$ cat src/rtl/traffic_pkg.sv
// Shared types for the N-way traffic phase controller: phase enum and timer interval codes.
package traffic_pkg;

  typedef enum logic [2:0] {
    GREEN_BASE,
    GREEN_EXT,
    YELLOW,
    ALL_RED,
    WALK
  } state_e;

  localparam logic [1:0] T_BASE = 2'd0;
  localparam logic [1:0] T_EXT  = 2'd1;
  localparam logic [1:0] T_YEL  = 2'd2;
  localparam logic [1:0] T_CLR  = 2'd3;

  // Timer interval loaded on entry to each phase; WALK reuses the extension length.
  function automatic logic [1:0] state_interval(input state_e s);
    case (s)
      GREEN_EXT, WALK: state_interval = T_EXT;
      YELLOW:          state_interval = T_YEL;
      ALL_RED:         state_interval = T_CLR;
      default:         state_interval = T_BASE;
    endcase
  endfunction

endpackage

$ cat src/rtl/tls_walk_latch.sv
// Pedestrian request latch: set by walk_req, cleared when the walk is served.
module tls_walk_latch (
  input  logic clock,
  input  logic reset_sync,
  input  logic walk_req_i,
  input  logic clear_i,
  output logic pending_o
);

  logic pending_q;

  // NOTE: sequential state uses non-blocking (<=) so every register samples pre-edge values.
  always_ff @(posedge clock or posedge reset_sync) begin
    if (reset_sync) begin
      pending_q <= 1'b0;
    end else if (clear_i) begin
      // A request arriving in the serving cycle is absorbed by that walk.
      pending_q <= 1'b0;
    end else if (walk_req_i) begin
      pending_q <= 1'b1;
    end
  end

  assign pending_o = pending_q;

endmodule

$ cat src/rtl/traffic_phase_fsm.sv
// N-way round-robin intersection controller with green extension and latched pedestrian walk.
// Define TLS_ALL_RED_EN to insert an all-red clearance phase after every yellow.
module traffic_phase_fsm
  import traffic_pkg::*;
#(
  parameter int NUM_WAYS = 2,
  parameter int WAY_W    = 1
) (
  input  logic                clock,
  input  logic                reset_sync,
  input  logic [NUM_WAYS-1:0] sensor_sync,
  input  logic                walk_req,
  input  logic                expired,
  output logic                start_timer,
  output logic [1:0]          interval,
  output logic                wr_reset,
  output logic [NUM_WAYS-1:0] green,
  output logic [NUM_WAYS-1:0] yellow,
  output logic [NUM_WAYS-1:0] red,
  output logic                walk,
  output logic [WAY_W-1:0]    active_way
);

  localparam logic [NUM_WAYS-1:0] WAY0_ONEHOT = NUM_WAYS'(1);

  state_e              state_q, state_d;
  logic [WAY_W-1:0]    way_q, way_d, next_way;
  logic [NUM_WAYS-1:0] green_q, yellow_q, red_q, onehot_d, green_d, yellow_d;
  logic [1:0]          interval_q;
  logic                start_timer_q, wr_reset_q, walk_q, fresh_q;
  logic                advance, walk_pending;

  tls_walk_latch u_walk_latch (
    .clock      (clock),
    .reset_sync (reset_sync),
    .walk_req_i (walk_req),
    .clear_i    (wr_reset_q),
    .pending_o  (walk_pending)
  );

  // The timer is busy being loaded while start_timer is high, so a stale expired is dropped.
  assign advance  = expired && !start_timer_q && !fresh_q;
  assign next_way = (way_q == WAY_W'(NUM_WAYS - 1)) ? '0 : way_q + WAY_W'(1);

  // NOTE: every combinational output gets a default first so no latch is inferred.
  always_comb begin
    state_d = state_q;
    way_d   = way_q;
    if (advance) begin
      case (state_q)
        GREEN_BASE: state_d = sensor_sync[way_q] ? GREEN_EXT : YELLOW;
        GREEN_EXT:  state_d = YELLOW;
`ifdef TLS_ALL_RED_EN
        YELLOW:     state_d = ALL_RED;
        ALL_RED: begin
`else
        YELLOW: begin
`endif
          if (walk_pending) begin
            state_d = WALK;
          end else begin
            state_d = GREEN_BASE;
            way_d   = next_way;
          end
        end
        WALK: begin
          state_d = GREEN_BASE;
          way_d   = next_way;
        end
        default: state_d = GREEN_BASE;
      endcase
    end
  end

  always_comb begin
    onehot_d = WAY0_ONEHOT << way_d;
    green_d  = (state_d == GREEN_BASE || state_d == GREEN_EXT) ? onehot_d : '0;
    yellow_d = (state_d == YELLOW) ? onehot_d : '0;
  end

  // Lamps are registered from the next state so they change on the same edge as the phase.
  always_ff @(posedge clock or posedge reset_sync) begin
    if (reset_sync) begin
      state_q       <= GREEN_BASE;
      way_q         <= '0;
      green_q       <= WAY0_ONEHOT;
      yellow_q      <= '0;
      red_q         <= ~WAY0_ONEHOT;
      walk_q        <= 1'b0;
      interval_q    <= T_BASE;
      start_timer_q <= 1'b0;
      wr_reset_q    <= 1'b0;
      fresh_q       <= 1'b1;
    end else begin
      fresh_q       <= 1'b0;
      start_timer_q <= fresh_q || advance;
      wr_reset_q    <= advance && (state_d == WALK);
      state_q       <= state_d;
      way_q         <= way_d;
      green_q       <= green_d;
      yellow_q      <= yellow_d;
      red_q         <= ~(green_d | yellow_d);
      walk_q        <= (state_d == WALK);
      interval_q    <= state_interval(state_d);
    end
  end

  assign start_timer = start_timer_q;
  assign interval    = interval_q;
  assign wr_reset    = wr_reset_q;
  assign green       = green_q;
  assign yellow      = yellow_q;
  assign red         = red_q;
  assign walk        = walk_q;
  assign active_way  = way_q;

endmodule

$ cat config.mk
export PLATFORM = sky130hd
export DESIGN_NAME = traffic_phase_fsm
export DESIGN_NICKNAME = d
export VERILOG_FILES = /design/src/rtl/traffic_pkg.sv /design/src/rtl/tls_walk_latch.sv /design/src/rtl/traffic_phase_fsm.sv
export SDC_FILE = /design/constraint.sdc
export NUM_CORES = 1
export LEC_CHECK = 0
export ABC_CLOCK_PERIOD_IN_PS = 2250
export BUFFER_PORTS_ARGS = -buffer_cell sky130_fd_sc_hd__buf_2
export CAP_MARGIN = 40
export CORE_MARGIN = 10
export CORE_UTILIZATION = 49
export DETAILED_ROUTE_END_ITERATION = 16
export GPL_TIMING_DRIVEN = 0
export MAX_ROUTING_LAYER = met4
export PLACE_DENSITY = 0.81
export SLEW_MARGIN = 10
export SYNTH_ARGS = -nofsm -noshare
export SYNTH_HDL_FRONTEND = slang
export SYNTH_SLANG_ARGS = --single-unit
$ cat constraint.sdc
create_clock -name clock -period 2.25 [get_ports clock]
set_input_delay 0.1125 -clock clock [delete_from_list [all_inputs] [get_ports clock]]
set_output_delay 0.1125 -clock clock [all_outputs]
set_load 0.01 [all_outputs]
==> results of run 1 <==
## flip-flops by register name, indices dropped and copies added, names as in the netlist
signal	cells
active_way	1
fresh_q	1
green	2
interval	2
red	2
start_timer	1
state_q	3
u_walk_latch.pending_o	1
walk	1
wr_reset	1
yellow	2
## cells by family (layout without fill, tap and decap cells)
logic type             after synthesis  count (layout)
flip-flops                          17              17
other                                1               1
AND/OR/NAND/NOR                     20              20
multiplexers                         1               1
buffers and inverters                8              30
AO/OA/AOI/OAI                       14              14
XOR/XNOR                             1               1
## synthesized netlist by cell type, types with 2 or more instances
library cell,number
nand2_1,3
inv_1,4
nor2_1,9
dfrtp_1,14
a21o_2,2
a21oi_1,3
a21o_1,2
or3b_1,2
dfstp_2,3
## critical path: stages (launching register included)
cell and delay, ns:
dfrtp_1 0.41, or3b_1 0.38, buf_6 0.15, a211o_1 0.23
xor2_1 0.32, clkinv_2 0.13, a21o_1 0.17
## layout make-up
class                           count  area [um^2]
Fill cell                         123        485.5
Sequential cell                    17        429.2
Multi-Input combinational cell     37        229.0
Timing Repair Buffer               18        95.09
Buffer                              3        30.03
Clock buffer                        4        26.28
Inverter                            5        20.02
Tap cell                           15        18.77
## power by group through the flow
| stage | Combinational [mW] | Sequential, mW | Clock [mW] |
|---|---|---|---|
| after floorplan | 0.259 | 0.520 | 0 |
| after CTS | 0.444 | 0.478 | 0.165 |
| after global routing | 0.485 | 0.489 | 0.177 |
| after global placement | 0.426 | 0.479 | 0 |
| final | 0.435 | 0.476 | 0.160 |
| after detailed placement | 0.441 | 0.485 | 0 |
## per-layer routing
layer,wire [um],part of all wire (%)
met1,585,43
met2,694,51
met3,51,3.7
met4,36,2.6
met5,0,0
## final timing paths
check	startpoint	end
max in group asynchronous	reset_sync	u_walk_latch.pending_o
worst min-delay path	walk_req	u_walk_latch.pending_o
worst max-delay path	start_timer	red[0]
worst min register to register	wr_reset	u_walk_latch.pending_o
worst max register to register	start_timer	red[0]
min in group asynchronous	reset_sync	green[1]
## placed cells by master (no fill, tap or decap), types with 2 or more instances in the layout
| master | instances |
|---|---|
| a21o_1 | 2 |
| a21o_2 | 2 |
| a21oi_1 | 3 |
| buf_2 | 18 |
| clkbuf_4 | 3 |
| dfrtp_1 | 14 |
| dfstp_2 | 3 |
| inv_1 | 4 |
| nand2_1 | 3 |
| nor2_1 | 9 |
| or3b_1 | 2 |
==> results.py, run 1 <==
metrics = {
    "outcome": {
        "run_status": "finished, final reports clean",
    },
    "global_route": {
        "met1_usage_pct": 8.091,
        "use_met2_pct": 14.57,
        "grt_overflow_total": 0,
        "grt_pass1_vias": 493,
        "antenna_found_initial": 0,
        "grt_pass1_wl_mm": 2.152,
        "grtUsageMet3_pct": 2.397,
        "grt_max_degree": 18,
        "grt-busiest-layer": "met2",
        "grt_use_total_pct": 8.409,
    },
    "job": {
        "cap_violations": 0,
    },
    "floorplan": {
        "core-area_mm2": 0.001334,
        "die_w_um": 58.02,
        "start_util_pct": 53.10,
        "dieArea_mm2": 0.003366,
        "die_h_um": 58.02,
        "io_pins": 18,
        "rows": 13,
    },
    "yosys": {
        "ys_warn_count": 0,
        "synthArstFlopShare_pct": 100.0,
        "syn-cell-area_um2": 708.2,
        "synth_nets": 68,
        "synthXorXnorAreaFrac_pct": 1.237,
        "ys_seq_area_share_pct": 60.60,
        "synthMuxAreaShare_pct": 1.413,
        "synth_compound_area_share_pct": 15.19,
        "ys_seq_elements": 17,
        "synth.area.top_cells": "dfrtp_1 49%, dfstp_2 11%, nor2_1 4.8%, a21o_2 2.5%, or3b_1 2.5%",
        "syn_area_per_cell_um2": 11.42,
        "synth_edf_count": 0,
        "synth_top_family_by_area": "compound AO/OA/AOI/OAI gates",
        "synth_simple_gate_area_share_pct": 13.96,
        "synthCells": 62,
        "yosysTopAreaCell": "dfrtp_1",
        "synthFlopType": "dfrtp_1",
        "synthAdderAreaFrac_pct": 0,
        "yosys.cell_types.count": 29,
        "synth_top_area_share_pct": 49.47,
    },
    "finish": {
        "final_layout_size_suffix_gt1_share_pct": 36.90,
        "nNetsFinal": 91,
        "num_antenna_cells": 0,
        "fin_cells": 99,
        "post-route-util_pct": 63.60,
        "area_delta_synth_final_pct": 19.79,
        "fin_area_um2": 848.3,
    },
    "clock_network": {
        "cts_tree": "done",
        "numCtsBuffers": 3,
        "cts_setup_buffers": 0,
        "cts_resized": 0,
        "max-clock-path-buffers": 2,
        "cts_sinks": 17,
        "clock_latency_ns": 0.29,
        "clockRootBuffer": "clkbuf_4",
        "clk_pin_slew_worst_paths_ns": 0.09,
        "htree_num_levels": 1,
        "hold_buffers": 1,
    },
    "placed_design": {
        "place_hpwl_mm": 1.076,
        "place_congestion": 0.7615,
        "placed_cells": 94,
        "placed_area_um2": 812.0,
        "io_buffers": 17,
        "pre_cts_ws_ns": 0.3693,
    },
    "drt": {
        "drt-total-wl_mm": 1.368,
        "route.detailed.drc": 0,
        "avgViaCountPerCell": 5.162,
        "route.detailed.wl_per_inst_um": 13.82,
        "dr.pass1.iters": 4,
        "vias": 511,
        "route.antenna.remaining_nets": 0,
        "first_iter_violations": 12,
    },
    "critical_path": {
        "r2r_cells": 6,
        "critPathKind": "reg2reg",
        "cp.required_ns": 2.44,
        "ff2ff_setup_slack_ns": 0.36,
        "end_kind": "register",
        "arrival_ns": 2.08,
        "crit_fanout": 10,
        "start_kind": "register",
    },
    "timing": {
        "tns_ns": 0,
        "hold_slack_ns": 0.05151,
        "max_slew_margin_pct": 59.20,
        "grt_setup_unrepaired": "no",
        "min_period_over_period_pct": 84.11,
        "worst_pin_slew_ns": 0.6114,
        "setup_viol": 0,
        "skew_ns": 0.001647,
        "drv_slew": 0,
        "layout_setup_ws_ns": 0.3574,
        "hold_viol_final": 0,
        "fmax_mhz": 528.4,
        "period_needed_ns": 1.893,
    },
    "worst_hold_path": {
        "whs_path_depth": 3,
        "hp-class": "in2reg",
    },
    "pwr": {
        "power_leakage_nw": 0.4357,
        "power.total_mw": 1.070,
        "swShare_pct": 36.53,
        "p_sw_uw": 391.0,
        "p_comb_share_pct": 40.6,
        "clockPowerShare_pct": 14.9,
        "power.share.sequential_pct": 44.4,
        "p_int_uw": 679.5,
        "p_per_area_mw_per_mm2": 1262,
        "ir_worst_vdd_uv": 686.4,
    },
}
Power figures use the tool's default switching activity.
==> run 2, diff against run 1 <==
--- a/config.mk
+++ b/config.mk
@@ -5,15 +5,15 @@
 export SDC_FILE = /design/constraint.sdc
 export NUM_CORES = 1
 export LEC_CHECK = 0
-export ABC_CLOCK_PERIOD_IN_PS = 2250
+export ABC_CLOCK_PERIOD_IN_PS = 1550
 export BUFFER_PORTS_ARGS = -buffer_cell sky130_fd_sc_hd__buf_2
 export CAP_MARGIN = 40
 export CORE_MARGIN = 10
-export CORE_UTILIZATION = 49
+export CORE_UTILIZATION = 44
 export DETAILED_ROUTE_END_ITERATION = 16
 export GPL_TIMING_DRIVEN = 0
 export MAX_ROUTING_LAYER = met4
-export PLACE_DENSITY = 0.81
+export PLACE_DENSITY = 0.77
 export SLEW_MARGIN = 10
 export SYNTH_ARGS = -nofsm -noshare
 export SYNTH_HDL_FRONTEND = slang
==> constraint.sdc (replaced) <==
create_clock -name clock -period 1.55 [get_ports clock]
set_input_delay 0.0775 -clock clock [delete_from_list [all_inputs] [get_ports clock]]
set_output_delay 0.0775 -clock clock [all_outputs]
set_load 0.01 [all_outputs]
==> run 2 against run 1 <==
Against the previous run:
- the flow now finishes with violations (negative setup slack)
- fmax increased by 11%
- clock power rose by 39%
- sequential share of layout area fell by 4.2 points
- wire length up 1.7%
- flip-flop and latch count unchanged
- cell count is 9.1% higher
- sequential power increased by 46%
- via count up 1.6%
==> results.py, run 2 (same netlist as run 1, synthesis figures left out) <==
metrics = {
    "critical_path": {
        "arrival_ns": 1.90,
        "end_kind": "register",
        "crit_family": "compound AO/OA/AOI/OAI gates",
        "crit_slowest_cell": "dfstp_2",
        "cp.required_ns": 1.73,
        "max_stage_delay_ns": 0.38,
        "start_kind": "register",
        "worstPathCellList": "or3b_1 > buf_6 > a211o_1 > xor2_2 > clkinv_2 > a21o_1",
        "crit_fanout": 7,
        "critPathKind": "reg2reg",
        "crit_buf_inv": 2,
    },
    "global_route": {
        "grt_pass1_vias": 512,
        "grt_pass1_wl_mm": 2.201,
        "grt_overflow_total": 0,
        "grt_max_degree": 18,
        "antenna_found_initial": 0,
        "grt_use_total_pct": 8.253,
    },
    "pwr": {
        "ir_worst_vdd_uv": 1174,
        "power_leakage_nw": 0.4744,
        "p_per_area_mw_per_mm2": 1744,
    },
    "clock_network": {
        "clk_pin_slew_worst_paths_ns": 0.09,
        "max-clock-path-buffers": 2,
        "clock_latency_ns": 0.28,
        "cts_tree": "done",
        "cts_sinks": 17,
        "htree_num_levels": 1,
        "numCtsBuffers": 3,
        "clockRootBuffer": "clkbuf_4",
    },
    "timing": {
        "grt_setup_unrepaired": "yes",
        "tns_ns": -0.7933,
        "hold_slack_ns": 0.02218,
        "min_period_over_period_pct": 110.5,
        "setup_viol": 10,
        "period_needed_ns": 1.712,
        "skew_ns": 0.004041,
        "hold_viol_final": 0,
        "drv_slew": 0,
        "max_slew_margin_pct": 60.33,
        "worst_pin_slew_ns": 0.5944,
        "layout_setup_ws_ns": -0.1623,
        "fmax_mhz": 584.0,
    },
    "finish": {
        "largest_reg_flops": 3,
        "final_layout_size_suffix_gt1_share_pct": 46.74,
        "n_fill_cell": 122,
        "nNetsFinal": 99,
        "ff_latch_area_um2": 430.4,
        "fin_cells": 108,
        "layout_common_cells": "18 x buf_2, 13 x dfrtp_1, 7 x nor2_1, 7 x buf_4, 4 x inv_1",
        "top_register": "state_q",
        "num_antenna_cells": 0,
        "multi_input_area_um2": 241.5,
        "layout_commonest_cell": "buf_2",
        "area_delta_synth_final_pct": 30.92,
        "post-route-util_pct": 61.54,
    },
    "floorplan": {
        "io_pins": 18,
        "dieArea_mm2": 0.003614,
        "core-area_mm2": 0.001506,
        "die_h_um": 60.12,
        "rows": 14,
        "die_w_um": 60.12,
        "start_util_pct": 47.01,
    },
    "worst_hold_path": {
        "hp-class": "in2reg",
    },
    "drt": {
        "dr.pass1.iters": 3,
        "route.detailed.wl_per_inst_um": 12.88,
        "drt-total-wl_mm": 1.391,
        "route.detailed.drc": 0,
        "first_iter_violations": 2,
        "vias": 519,
        "route.antenna.remaining_nets": 0,
        "avgViaCountPerCell": 4.806,
    },
    "placed_design": {
        "place_hpwl_um": 934.6,
        "placed_cells": 95,
        "place_congestion": 0.7608,
        "io_buffers": 17,
    },
    "outcome": {
        "violations": "negative setup slack",
        "run_status": "complete, but fails checks",
    },
    "job": {
        "cap_violations": 0,
    },
}
-- run 2: changes by cell type in the layout (fill, tap and decap cells not counted), sizes merged --
cell	before	now
clkbuf	5	4
buf	19	26
clkinv	1	2
dlygate4sd3	1	2
-- run 2: repair_timing --
action                                  in CTS  in global routing
hold endpoints to repair                    15                  0
setup buffers                                6                  1
gates resized for setup                      2                  2
pin swaps                                    2                  1
hold buffers                                 2                  0
endpoints found under the setup margin       9                 10
-- run 2: metal layers --
metal | GRT usage, % | part of all wire, % | vias up
met5 | - | 0 | -
met4 | 1.923 | 0.29 | 0
met3 | 5.085 | 7.8 | 2
met2 | 12.79 | 52 | 12
met1 | 8.722 | 40 | 238
li1 | - | - | 267
-- run 2: final timing paths --
path	from	depth (start not counted)	end	slack (ns)
worst min register to register	wr_reset	1	u_walk_latch.pending_o	0.43
worst max register to register	fresh_q	6	red[0]	-0.16
max in group asynchronous	reset_sync	3	state_q[1]	0.74
min in group asynchronous	reset_sync	3	active_way	0.39
worst min-delay path	expired	2	start_timer	0.02
worst max-delay path	fresh_q	6	red[0]	-0.16
-- run 2: cell type report --
class                   instances  area share (%)
plain buffers                   3           3.239
clock buffers                   3           2.429
clock inverters                 1          0.5398
inverters                       5           2.159
multi-input cells              37           26.05
flip-flops and latches         17           46.42
well taps                      16           2.159
repair buffers                 26           17.00
-- run 2: report_power, final --
group / switching, mW / internal, mW
clock: 0.127 / 0.0959
sequential: 0.0772 / 0.618
combinational: 0.386 / 0.313
total: 0.590 / 1.03
-- run 2: per-stage QoR --
stage,total power [mW],setup slack (ns),area (um^2)
2_1_floorplan,1.140,-0.1836,715.7
3_3_place_gp,1.319,-0.2103,820.8
3_5_place_dp,1.338,-0.2275,820.8
4_1_cts,1.608,-0.1549,917.1
5_1_grt,1.754,-0.2423,927.1
6_report,1.617,-0.1623,927.1
